==> config.mk <==
export PLATFORM = sky130hd
export DESIGN_NAME = forwarding_ctrl
export DESIGN_NICKNAME = d
export VERILOG_FILES = /design/src/rtl/forwarding_ctrl.sv
export SDC_FILE = /design/constraint.sdc
export NUM_CORES = 1
export LEC_CHECK = 0
export ABC_AREA = 1
export CAP_MARGIN = 20
export CELL_PAD_IN_SITES_DETAIL_PLACEMENT = 1
export CELL_PAD_IN_SITES_GLOBAL_PLACEMENT = 1
export CORE_MARGIN = 1.5
export CORE_UTILIZATION = 43
export CTS_BUF_LIST = sky130_fd_sc_hd__clkbuf_2
export CTS_CLUSTER_DIAMETER = 30
export DETAILED_ROUTE_END_ITERATION = 10
export GPL_TIMING_DRIVEN = 1
export HOLD_SLACK_MARGIN = 0.05
export PLACE_DENSITY_LB_ADDON = 0.1
export SLEW_MARGIN = 20
export SYNTH_ARGS = -nofsm -noshare
export SYNTH_HDL_FRONTEND = slang
export SYNTH_SLANG_ARGS = --single-unit
==> constraint.sdc <==
create_clock -name clk_i -period 3.1 [get_ports clk_i]
set_input_delay 0.465 -clock clk_i [delete_from_list [all_inputs] [get_ports clk_i]]
set_output_delay 0.465 -clock clk_i [all_outputs]
set_load 0.05 [all_outputs]
==> src/rtl/forwarding_ctrl.sv <==
// Forwarding select and load-use hazard detection for a 5-stage pipeline, tracking EX/MEM/WB shadows.
// Latency: forwarding selects and load-use stall are combinational (0 cycles); shadows advance one stage per clock.
// Backpressure: mem_stall_i freezes all state; a load-use stall injects an EX bubble and counts the cycle.
module forwarding_ctrl #(
   parameter int REG_W = 5,
   parameter int CNT_W = 16
) (
   input  logic             clk_i,
   input  logic             rst_i,
   input  logic [REG_W-1:0] id_rs1_i,
   input  logic [REG_W-1:0] id_rs2_i,
   input  logic [REG_W-1:0] id_rd_i,
   input  logic             id_regwrite_i,
   input  logic             id_memread_i,
   input  logic             flush_i,
   input  logic             mem_stall_i,
   output logic [1:0]       fwd_a_o,
   output logic [1:0]       fwd_b_o,
   output logic             ld_use_stall_o,
   output logic [CNT_W-1:0] ld_use_cnt_o
);

   // EX stage shadow
   logic [REG_W-1:0] ex_rs1_q, ex_rs1_d;
   logic [REG_W-1:0] ex_rs2_q, ex_rs2_d;
   logic [REG_W-1:0] ex_rd_q,  ex_rd_d;
   logic             ex_regwrite_q, ex_regwrite_d;
   logic             ex_memread_q,  ex_memread_d;
   // MEM stage shadow
   logic [REG_W-1:0] mem_rd_q, mem_rd_d;
   logic             mem_regwrite_q, mem_regwrite_d;
   // WB stage shadow
   logic [REG_W-1:0] wb_rd_q, wb_rd_d;
   logic             wb_regwrite_q, wb_regwrite_d;
   // Load-use stall counter
   logic [CNT_W-1:0] cnt_q, cnt_d;

   logic ld_use_stall;

   // A load in EX whose rd feeds the instruction in ID cannot be forwarded in time
   always_comb begin
      ld_use_stall = ex_memread_q && (ex_rd_q != '0) &&
                     ((ex_rd_q == id_rs1_i) || (ex_rd_q == id_rs2_i));
   end

   // Operand selects: newer result in EX/MEM beats older one in MEM/WB; x0 never forwards
   always_comb begin
      fwd_a_o = 2'b00;
      fwd_b_o = 2'b00;
      if (mem_regwrite_q && (mem_rd_q != '0) && (mem_rd_q == ex_rs1_q)) begin
         fwd_a_o = 2'b10;
      end else if (wb_regwrite_q && (wb_rd_q != '0) && (wb_rd_q == ex_rs1_q)) begin
         fwd_a_o = 2'b01;
      end
      if (mem_regwrite_q && (mem_rd_q != '0) && (mem_rd_q == ex_rs2_q)) begin
         fwd_b_o = 2'b10;
      end else if (wb_regwrite_q && (wb_rd_q != '0) && (wb_rd_q == ex_rs2_q)) begin
         fwd_b_o = 2'b01;
      end
   end

   // Next-state: freeze dominates, then stall/flush bubble, else advance ID into EX
   always_comb begin
      ex_rs1_d       = ex_rs1_q;
      ex_rs2_d       = ex_rs2_q;
      ex_rd_d        = ex_rd_q;
      ex_regwrite_d  = ex_regwrite_q;
      ex_memread_d   = ex_memread_q;
      mem_rd_d       = mem_rd_q;
      mem_regwrite_d = mem_regwrite_q;
      wb_rd_d        = wb_rd_q;
      wb_regwrite_d  = wb_regwrite_q;
      cnt_d          = cnt_q;
      if (!mem_stall_i) begin
         wb_rd_d        = mem_rd_q;
         wb_regwrite_d  = mem_regwrite_q;
         mem_rd_d       = ex_rd_q;
         mem_regwrite_d = ex_regwrite_q;
         if (ld_use_stall || flush_i) begin
            // Bubble: fields zeroed so it can neither write nor match anything
            ex_rs1_d      = '0;
            ex_rs2_d      = '0;
            ex_rd_d       = '0;
            ex_regwrite_d = 1'b0;
            ex_memread_d  = 1'b0;
         end else begin
            ex_rs1_d      = id_rs1_i;
            ex_rs2_d      = id_rs2_i;
            ex_rd_d       = id_rd_i;
            ex_regwrite_d = id_regwrite_i;
            ex_memread_d  = id_memread_i;
         end
         if (ld_use_stall && !(&cnt_q)) begin
            cnt_d = cnt_q + {{(CNT_W-1){1'b0}}, 1'b1};
         end
      end
   end

   // Shadow and counter registers, cleared asynchronously
   always_ff @(posedge clk_i or negedge rst_i) begin
      if (!rst_i) begin
         ex_rs1_q       <= '0;
         ex_rs2_q       <= '0;
         ex_rd_q        <= '0;
         ex_regwrite_q  <= 1'b0;
         ex_memread_q   <= 1'b0;
         mem_rd_q       <= '0;
         mem_regwrite_q <= 1'b0;
         wb_rd_q        <= '0;
         wb_regwrite_q  <= 1'b0;
         cnt_q          <= '0;
      end else begin
         ex_rs1_q       <= ex_rs1_d;
         ex_rs2_q       <= ex_rs2_d;
         ex_rd_q        <= ex_rd_d;
         ex_regwrite_q  <= ex_regwrite_d;
         ex_memread_q   <= ex_memread_d;
         mem_rd_q       <= mem_rd_d;
         mem_regwrite_q <= mem_regwrite_d;
         wb_rd_q        <= wb_rd_d;
         wb_regwrite_q  <= wb_regwrite_d;
         cnt_q          <= cnt_d;
      end
   end

   assign ld_use_stall_o = ld_use_stall;
   assign ld_use_cnt_o   = cnt_q;

endmodule
==> key figures <==
Final layout
  • Utilization after layout: between 50% and 60%
  • Layout Area Growth over Synthesis: 19.8%
  • FILL cells: ~760
  • Total non-filler cell area in the finished layout: 3050 sq um
  • Fraction of layout cells with a size suffix above 1: 5.84%
  • Number of nets in the finished design: 399
  • ANT cells: 0

Yosys
  • Number of storage elements in the synthesis netlist: 45
  • Gate count after technology mapping: 335
  • Synthesized Nets: roughly 360
  • Post-synthesis cell area: ~2500 sq um
  • Netlist cell types: 24
  • Number of warnings reported in the yosys synthesis log: 0
  • Async set-or-reset flop fraction in the synthesized netlist: 100%
  • Area share of the leading cell type in the synthesized netlist: between 40% and 50%
  • Top cells by area in the synthesized netlist: sky130_fd_sc_hd__dfrtp_1, sky130_fd_sc_hd__nand2_1, sky130_fd_sc_hd__xnor2_1, sky130_fd_sc_hd__xor2_1, sky130_fd_sc_hd__o21ai_0
  • Synthesized area divided by synthesized cell count: 7.61 sq um
  • Largest area contributor in the synthesized netlist: sky130_fd_sc_hd__dfrtp_1
  • Share of synthesized area occupied by flip-flops and latches: about 44%
  • Most frequent cell after synthesis: sky130_fd_sc_hd__nand2_1
  • Main flop type after synthesis: sky130_fd_sc_hd__dfrtp_1
  • Commonest cells post-synth: sky130_fd_sc_hd__nand2_1, sky130_fd_sc_hd__dfrtp_1, sky130_fd_sc_hd__inv_1
  • Number of flops mapped to enable cells by yosys: 0

Setup path
  • Critical path fanouts, max: 4
  • Worst r2r path cells: 7
  • Family with the most delay on the worst path: buffers and inverters
  • Start point of the critical path: mem_rd_q[2]
  • Cell count along the critical path: 5
  • Critical path destination: fwd_b_o[1]
  • Buffer and inverter count on the worst path: 2
  • Data arrival time of the worst path: 2.42 ns
  • Worst setup EP type: output port
  • Max incr delay on CP: 0.88 ns
  • Setup slack of the most critical reg-to-reg path: ~1.2 ns
  • Cell with the biggest individual delay on the critical path: sky130_fd_sc_hd__clkdlybuf4s50_1
  • R2r endpoint: ld_use_cnt_o[7]
  • Required time worst endpoint: 2.63 ns
  • Critical Path Source Type: register
  • Cell-by-cell trace of the critical path: inv_1 > nand3_1 > o21ai_0 > nor4_1 > clkdlybuf4s50_1
  • Startpoint of the most critical register-to-register path: ld_use_cnt_o[0]
  • Worst setup path category: register to output port

Clock network
  • Clock tree buffer depth: 2
  • Clk sink count: 45
  • Clk slew on worst S/H paths: roughly 0.21 ns
  • Clock root cell: sky130_fd_sc_hd__clkbuf_2
  • CTS H-tree depth: 2
  • Clock tree from TritonCTS: done
  • Post_cts resized: 0
  • Clock latency on the worst-skew pair: 0.42 ns
  • Number of buffers created by CTS: 5

Placement
  • Final HPWL from detailed placement: 4.85 mm
  • Worst slack after detailed placement: 0.699 ns
  • Weighted congestion at the end of routability-driven global placement: 0.862
  • Total cell area at the placement stage: between 3000 and 4000 sq um
  • Total of buffers placed on input and output ports: 41

STA
  • Final setup violation count: 0
  • Actual transition at the worst max-transition pin: approximately 0.6 ns
  • Worst setup margin: 0.212 ns
  • Fin Clk Skew: 0.00928 ns
  • Slew Limit Fails: 0
  • Peak Freq: between 300 and 400 MHz
  • RSZ-0062 raised after global routing: no
  • Worst slew margin: between 60% and 70%
  • Share of the clock period used by the worst path: 93.2%
  • Final worst path period need: 2.89 ns
  • Setup TNS: 0 ns
  • Hold Fails Final Rpt: 0

Power and ir drop
  • Net switching power: 0.397 mW
  • Ratio of total power to cell area: 389 nW/um^2
  • Leakage power: around 1.5 nW
  • Peak supply drop: between 0.15 and 0.2 mV
  • Switching Share: 33.4%
  • Internal power of the cells: 0.793 mW
  • Proportion of power drawn by the clock network: 20.0%
  • Sum of internal, switching and leakage power: between 1 and 1.5 mW
  • Reg power frac: 57.5%
  • Share of total power in combinational logic: about 23%

Detailed routing
  • Post-detailed-route via-to-cell ratio: 5.00
  • Post-route DRC violation count: 0
  • Total wire length after detailed routing: between 6 and 7 mm
  • Avg WL per Cell: around 14 um
  • First-pass iteration count of the detailed router: 4
  • Initial drt markers: 92
  • Total vias in the final route: roughly 2200
  • Final antenna-violating net count: 0

Floorplan
  • Die Ht: 80.0 um
  • DIE AREA: 6400 sq um
  • Top Ports: 42
  • Core box area: 5610 sq um
  • Die Width: 80.0 um
  • Starting utilization of the core area: 45.5%
  • Rows: 27

Global route
  • First-pass GRT wire length: roughly 11 mm
  • All-layer global routing usage: 22.7%
  • Largest net degree at the start of global routing: 46
  • Antenna violations before repair: 0
  • Aggregate global routing overflow: 0
  • Vias in the first global route: between 2000 and 2500

Worst hold path
  • Worst hold path class: register to register

Status
  • Status: finished, final reports clean

Run
  • Max-capacitance violation count: 0
## metrics by stage
stage,hold WS (ns),std cells
2_1_floorplan,0.169,335
3_3_place_gp,0.457,441
3_5_place_dp,0.484,441
4_1_cts,0.214,448
5_1_grt,0.546,449
6_report,0.516,449
## final cells by class
type	count	area (sq um)	area share [%]
Multi-Input combinational cell	249	1250	41.0
Sequential cell	45	1130	36.9
Timing Repair Buffer	44	430	14.1
Inverter	32	120	3.93
Tap cell	72	90.1	2.95
Clock buffer	6	30.0	0.983
Clock inverter	1	3.75	0.123
## state kept, by name, indices dropped and copies added, names as in the netlist
signal and count:
ex_memread_q 1, ex_rd_q 5, ex_regwrite_q 1, ex_rs1_q 5, ex_rs2_q 5, ld_use_cnt_o 16, mem_rd_q 5, mem_regwrite_q 1
wb_rd_q 5, wb_regwrite_q 1
## power groups by stage
stage                     registers, mW  logic (mW)  clock network [mW]
after floorplan                   0.708       0.149                   0
after global placement            0.693       0.259                   0
after detailed placement          0.696       0.268                   0
after CTS                         0.685       0.269               0.246
after global routing              0.692       0.302               0.262
final                             0.684       0.267               0.238
## kinds of logic (layout without fill, tap and decap cells)
kind of cell / after synthesis / in the layout / synth area share [%]
compound gates: 31 / 31 / 6.38
buf+inv: 41 / 83 / 6.67
flops: 45 / 45 / 44.2
xor+xnor: 36 / 36 / 12.4
simple gates: 181 / 181 / 29.9
fa+ha+maj: 1 / 1 / 0.491
## how the worst min path moves through the flow
stage               cells after the start     startpoint              end
finish                                  2   ex_memread_q     ex_memread_q
global route                            2   ex_memread_q     ex_memread_q
CTS                                     1          rst_i  ld_use_cnt_o[6]
detailed placement                      2   ex_memread_q     ex_memread_q
global placement                        2  wb_regwrite_q    wb_regwrite_q
floorplan                               0          rst_i     ex_memread_q
## layer usage
layer / wire (um) / up-vias / GRT usage, %
met5: 0 / - / 0
met4: 74 / 0 / 6.03
met3: 222 / 9 / 3.43
met2: 2770 / 46 / 34.6
met1: 3320 / 1062 / 33.5
li1: - / 1126 / -
## tightest hold or removal path: cells and delay by family, from the launching register on
family | cells | cell delay [ns]
and+or+nand+nor | 1 | 0.05
AOI/OAI and AO/OA | 1 | 0.07
DFF | 1 | 0.38
## what timing repair did
| action | 4_1_cts | 5_1_grt |
|---|---|---|
| hold buffers | 0 | 1 |
| setup buffers | 0 | 0 |
| endpoints found under the hold margin | 0 | 36 |
## cell usage in the layout, fill, tap and decap left out
| cell | instances |
|---|---|
| sky130_fd_sc_hd__dlygate4sd3_1 | 1 |
| sky130_fd_sc_hd__nor4_1 | 2 |
| sky130_fd_sc_hd__clkinv_1 | 1 |
| sky130_fd_sc_hd__clkdlybuf4s50_1 | 39 |
| sky130_fd_sc_hd__nor3_1 | 4 |
| sky130_fd_sc_hd__o21ai_1 | 2 |
| sky130_fd_sc_hd__nand4_2 | 1 |
| sky130_fd_sc_hd__nor2_2 | 1 |
| sky130_fd_sc_hd__o22ai_1 | 6 |
| sky130_fd_sc_hd__xnor2_1 | 22 |
| sky130_fd_sc_hd__clkbuf_2 | 6 |
| sky130_fd_sc_hd__inv_1 | 29 |
| sky130_fd_sc_hd__buf_4 | 4 |
| sky130_fd_sc_hd__nand3_2 | 2 |
| sky130_fd_sc_hd__xor2_1 | 14 |
| sky130_fd_sc_hd__o21ai_0 | 23 |
| sky130_fd_sc_hd__nor3_2 | 2 |
| sky130_fd_sc_hd__dfrtp_1 | 45 |
| sky130_fd_sc_hd__ha_1 | 1 |
| sky130_fd_sc_hd__inv_2 | 3 |
| sky130_fd_sc_hd__nand2_1 | 131 |
| sky130_fd_sc_hd__nand4_1 | 4 |
| sky130_fd_sc_hd__nand2_2 | 2 |
| sky130_fd_sc_hd__nand3_1 | 12 |
| sky130_fd_sc_hd__nor2_1 | 19 |
| sky130_fd_sc_hd__nor2_4 | 1 |
Note: power is estimated with default switching activity, not from simulation.
